[src/rtl/regfile8_sb.sv]
// 8-entry register file with write-through bypass and a per-register busy scoreboard.
// Each register and its busy bit live in one entry cell; the top decodes indices and muxes reads.
module regfile8_sb_entry #(
    parameter int width = 16
) (
    input  logic             clk,
    input  logic             rst,
    input  logic             we,
    input  logic             set,
    input  logic [width-1:0] wr_data,
    output logic [width-1:0] q,
    output logic             busy
);

    always_ff @(posedge clk or posedge rst) begin
        if (rst) begin
            q    <= '0;
            busy <= 1'b0;
        end else begin
            if (we)
                q <= wr_data;
            // A newer producer supersedes the retiring one, so set beats clear.
            if (set)
                busy <= 1'b1;
            else if (we)
                busy <= 1'b0;
        end
    end

endmodule

module regfile8_sb #(
    parameter int width = 16
) (
    input  logic             clk,
    input  logic             rst,
    input  logic             load,
    input  logic [2:0]       dest,
    input  logic [width-1:0] wr_data,
    input  logic [2:0]       src_a,
    input  logic [2:0]       src_b,
    output logic [width-1:0] reg_a,
    output logic [width-1:0] reg_b,
    input  logic             issue,
    input  logic [2:0]       issue_dest,
    output logic             busy_a,
    output logic             busy_b,
    output logic [7:0]       busy_vec
);

    logic [7:0][width-1:0] regs;
    logic [7:0]            busy;
    logic [7:0]            we_dec;
    logic [7:0]            set_dec;
    logic                  byp_a;
    logic                  byp_b;

    always_comb begin
        we_dec  = load  ? (8'b1 << dest)       : 8'b0;
        set_dec = issue ? (8'b1 << issue_dest) : 8'b0;
    end

    for (genvar i = 0; i < 8; i++) begin : g_entry
        regfile8_sb_entry #(.width(width)) u_entry (
            .clk     (clk),
            .rst     (rst),
            .we      (we_dec[i]),
            .set     (set_dec[i]),
            .wr_data (wr_data),
            .q       (regs[i]),
            .busy    (busy[i])
        );
    end

    // Bypass is suppressed during reset so reads see the cleared file, not wr_data.
    assign byp_a = !rst && load && (dest == src_a);
    assign byp_b = !rst && load && (dest == src_b);

    assign reg_a    = byp_a ? wr_data : regs[src_a];
    assign reg_b    = byp_b ? wr_data : regs[src_b];
    assign busy_a   = busy[src_a] && !byp_a;
    assign busy_b   = busy[src_b] && !byp_b;
    assign busy_vec = busy;

endmodule

[config.mk]
export PLATFORM = sky130hd
export DESIGN_NAME = regfile8_sb
export DESIGN_NICKNAME = d
export VERILOG_FILES = /design/src/rtl/regfile8_sb.sv
export SDC_FILE = /design/constraint.sdc
export NUM_CORES = 1
export LEC_CHECK = 0
export CELL_PAD_IN_SITES_DETAIL_PLACEMENT = 0
export CELL_PAD_IN_SITES_GLOBAL_PLACEMENT = 2
export CORE_ASPECT_RATIO = 1.75
export CORE_MARGIN = 2
export CORE_UTILIZATION = 47
export CTS_BUF_LIST = sky130_fd_sc_hd__clkbuf_4 sky130_fd_sc_hd__clkbuf_8
export DETAILED_ROUTE_END_ITERATION = 6
export PLACE_DENSITY = 0.95
export SLEW_MARGIN = 30
export SYNTH_ARGS = -nofsm -noshare
export SYNTH_HDL_FRONTEND = slang
export SYNTH_SLANG_ARGS = --single-unit
[constraint.sdc]
create_clock -name clk -period 13.3 [get_ports clk]
set_input_delay 2.66 -clock clk [delete_from_list [all_inputs] [get_ports clk]]
set_output_delay 2.66 -clock clk [all_outputs]
set_load 0.05 [all_outputs]
======== Word level (Yosys, flattened, before mapping) ========
Index checks and enable logic that the tools add are counted.
word-level totals
  input port bits ......................... 32
  bits in registers ....................... 136
  word-level logic and storage cells ...... 66
  output and inout port bits .............. 42
operators by class
  muxes and demuxes ....................... 28
  magnitude comparators ................... 2
  reduce and logical (&&, ||, !) cells .... 16
  equality and inequality tests ........... 2
  shift operators ......................... 2
operators by type and width
  cell                 number
  $bmux 16 s3          2
  $mux 16              4
  $mux 1               18
  $mux 8               2
  $reduce_bool 2->1    8
  $shl 1x3->8 const A  2
  $lt 3x4->1 const B   2
  $bmux 1 s3           2
  $eq 3x3->1           2
  $logic_and 1x1->1    5
  $logic_not 1->1      3

======== Depth between registers and ports, before layout ========
  depth in word-level cells ............... 5
  depth in mapped cells ................... 6
  mapped depth without buffers ............ 3

======== By module ========
Synthesis repeated with hierarchy kept, for this count alone.
second synthesis, totals
  cell total of the unflattened synthesis .. 499
  area, all modules ....................... 8470.6 um2
by module, submodules not included
  module             instances  cells an instance  area an instance (um2)  seq. area each (um2)
  regfile8_sb_entry  8          38                 685.7                   425.4
  regfile8_sb        1          195                2985.4                  0.0

======== Worst setup path before layout ========
Ideal clock, no wire load.
  kind .................................... input to output
  start ................................... input src_b[1]
  end ..................................... output reg_b[0]
  arrival time ............................ 4114 ps
  data required time ...................... 10640 ps
  setup slack ............................. 6526 ps
  buffers on the path ..................... 3
  stages on the path ...................... 6
  path through ............................ buf_6 buf_2 buf_2 mux4_1 mux2_2 mux2_2
between the ends
  word-level cells in the longest chain between the ends .. 3
  elaborated cells between the ends (all ways) .. 5
  those cells by class .................... 1 x eq/ne; 3 x mux; 1 x reduce/logical
RTL lines
  what                                                                       line    text
  from (decl)                                                                41      input logic [2:0] src_b,
  $bmux 16 s3 / $eq 3x3->1 (equally long branches)                           80, 77
  $mux 16 (not written as such) / $logic_and 1x1->1 (equally long branches)  80, 77
  $mux 16 (*)                                                                80      assign reg_b = byp_b ? wr_data : regs[src_b];
  to (decl)                                                                  43      output logic [width-1:0] reg_b,
Mark *: on every way between the ends. The rest lies on a longest branch, timed or not. The select of a mux whose other input is x is not followed.

======== Worst setup path after layout ========
  start ................................... input src_b[2]
  end ..................................... output reg_b[4]
The elaborated chain is that of the path after synthesis.

==> impl_metrics.json <==
{
  "status": "completed",
  "synth_top_cell_by_area": "dfrtp_1",
  "finalSetupViolations": 0,
  "grt_max_degree": 85,
  "die_h_um": 176,
  "fillers": 1311,
  "syn_nets": 531,
  "min_path_type": "flop to flop",
  "finalMaxSlewViolations": 0,
  "yosysTopAreaCellShare_pct": 42.6,
  "post_drt_via_cell_ratio": 5.88,
  "drcViolationCount": 0,
  "grt_util_met2_pct": 37.5,
  "synthFlopType": "dfrtp_1",
  "synth_top_family_by_area": "multiplexers",
  "vias": 4635,
  "nets": 580,
  "ys_warn_count": 0,
  "clk_path_buf_depth": 2,
  "synth_mux_area_share_pct": 49.3,
  "placedCellCount": 756,
  "grt_busiest_layer": "met2",
  "worst_path_max_delay_cell": "clkdlybuf4s50_1",
  "relSlewSlack_pct": 43.0,
  "period_share_pct": 62.3,
  "p_leak_nw": 3.83,
  "yosys.area_share.simple_pct": 2.16,
  "synth_common_cells": "mux2_2 (185), dfrtp_1 (136), mux4_1 (50), mux4_2 (18), buf_1 (16)",
  "drive_above_1_share_pct": 48.1,
  "routedWlPerCell_um": 22.7,
  "synth-seq-cells": 136,
  "cp_common_cell": "clkdlybuf4s50_1",
  "yosysSeqAreaShare_pct": 42.6,
  "ant_nets": 0,
  "synth_edf_count": 0,
  "synth_xor_area_share_pct": 0.658,
  "firstDrtPassIters": 4,
  "grtUsageMet1_pct": 26.2,
  "critPathLaunchType": "input port",
  "finalClockSkew_ns": 0,
  "synth_fa_ha_area_share_pct": 0,
  "place.gp.congestion": 0.724,
  "syn_to_final_growth_pct": 14.5,
  "worst_pin_slew_ns": 0.852,
  "cts_root_buf": "clkbuf_8",
  "finalNonFillerCells": 788,
  "netlist_area_mm2": 0.00799,
  "critPathTopFamily": "buffers and inverters",
  "finalHoldViolCount": 0,
  "worstReg2RegStart": "g_entry[6].u_entry.q[14]$_DFFE_PP0P_",
  "max_freq_mhz": 121,
  "post_cts_resized": 0,
  "antenna_found_initial": 0,
  "path_clk_slew_ns": 0.07,
  "maxCapViolations": 0,
  "ios": 74,
  "cts-hold-fix-buffers": 0,
  "powerDensity_mw_per_mm2": 155,
  "dp_slack_ns": 4.98,
  "required_ns": 10.64,
  "grt_pass1_wl_um": 28200,
  "synthDistinctLibCells": 24,
  "synth_most_common_cell": "mux2_2",
  "setup_ws_ns": 5.01,
  "cp_data_arrival_time_ns": 5.63,
  "post-cts-setup-buffers": 0,
  "stdcell_area_mm2": 0.00915,
  "finalCriticalPeriod_ns": 8.29,
  "grt_use_total_pct": 21.2,
  "cts_made_buffers": 17,
  "die_w_um": 103,
  "synth_top_cells_by_area": "dfrtp_1 (43%), mux2_2 (26%), mux4_1 (16%)",
  "io_buffers": 73,
  "num_rows": 63,
  "clkSinkCount": 136,
  "synth_area_per_cell_um2": 16.0,
  "cp-end-kind": "primary output",
  "ir_drop_mv": 0.109,
  "synth_async_sr_flop_share_pct": 100,
  "worstSetupPathType": "input port to primary output",
  "startpoint": "src_b[2]",
  "total_power_mw": 1.42,
  "drt_iter0_drc": 239,
  "cts_max_level": 4,
  "grt_pass1_vias": 4983,
  "cpPeakStageDelay_ns": 0.71,
  "overflow": 0,
  "final.setup.tns_ns": 0,
  "clk_latency_ns": 0.44,
  "cts_tree": "yes",
  "path_buf_inv": 3,
  "seq_area_mm2": 0.00340,
  "rsz0062_at_grt": "false",
  "initial_utilization_pct": 47.6,
  "core_mm2": 0.0168,
  "hp-start": "g_entry[0].u_entry.q[3]$_DFFE_PP0P_",
  "hpwl_um": 11000,
  "critPathMaxFanout": 18,
  "place_area_mm2": 0.00874,
  "crit_chain": "clkdlybuf4s50_1, buf_4, xnor2_1, nand4_2, mux2_2, clkdlybuf4s50_1",
  "multiInputGateArea_mm2": 0.00421,
  "diodes": 0,
  "synth_compound_area_share_pct": 0.627,
  "drt-total-wl_um": 17900,
  "netlist_instances": 499,
  "die-area_mm2": 0.0181,
  "grt_use_met3_pct": 3.68
}
-- final cells by class --
class / count / share of cell area [%]
well taps: 227 / 3.10
clock buffers: 19 / 2.79
repair buffers: 88 / 9.04
flip-flops and latches: 136 / 37.2
inverters: 5 / 0.232
multi-input cells: 300 / 46.0
clock inverters: 13 / 1.59
-- path summary, 6_finish.rpt --
kind                                                         to  slack, ns  cells after the start
setup / recovery                                       reg_b[4]       5.01                      6
hold / removal              g_entry[0].u_entry.q[3]$_DFFE_PP0P_       0.52                      1
setup reg to reg           g_entry[6].u_entry.q[14]$_DFFE_PP0P_      12.51                      1
hold reg to reg             g_entry[0].u_entry.q[3]$_DFFE_PP0P_       0.52                      1
max in group asynchronous   g_entry[7].u_entry.q[8]$_DFFE_PP0P_       9.38                      3
min in group asynchronous  g_entry[7].u_entry.q[11]$_DFFE_PP0P_       2.71                      2
-- routing by layer --
layer  part of all wire, %  vias up
li1                      -     2049
met1                    39     2457
met2                    56      110
met3                   3.3       19
met4                   1.6        0
met5                     0        -
-- kinds of logic (layout without fill, tap and decap cells) --
family / after synthesis / in the layout
muxes: 262 / 262
DFF: 136 / 136
and+or+nand+nor: 24 / 24
buffers and inverters: 63 / 125
xor gates and xnor gates: 6 / 6
AOI/OAI and AO/OA: 8 / 8
-- placed cells by master, fill, tap and decap left out, types with 2 or more instances in the layout --
cell	synthesis	routed
clkinv_4	0	3
and2_1	2	2
clkbuf_8	0	18
clkinv_2	0	2
nor3_2	2	2
nand2b_1	4	4
clkinvlp_4	0	3
mux4_2	18	18
o32ai_1	2	2
xnor2_1	6	6
nand4_2	2	2
inv_1	5	4
bufinv_16	0	2
o22ai_1	2	2
dfrtp_1	136	136
mux2_2	185	185
nand2_1	7	7
o21ai_0	4	4
mux4_1	50	50
clkdlybuf4s50_1	0	69
nor3b_2	2	2
mux2_4	9	9
buf_4	15	14
nand4b_1	3	3
buf_2	15	4
inv_6	0	3
-- state kept, by name, indices dropped and copies added, names as in the netlist --
signal                count
g_entry.u_entry.q       128
g_entry.u_entry.busy      8
-- per-stage QoR --
step | utilization (%) | hold slack, ns
5_1_grt | 54.5 | 0.542
6_report | 54.5 | 0.522
4_1_cts | 54.5 | 0.522
2_1_floorplan | - | 0.484
3_3_place_gp | 52.1 | 0.493
3_5_place_dp | 52.1 | 0.508
-- where the power goes --
group	internal [mW]	total [mW]	switching (mW)
Clock	0.175	0.341	0.165
Combinational	0.264	0.510	0.246
Sequential	0.504	0.564	0.0601
(Power assumes the default switching activity.)
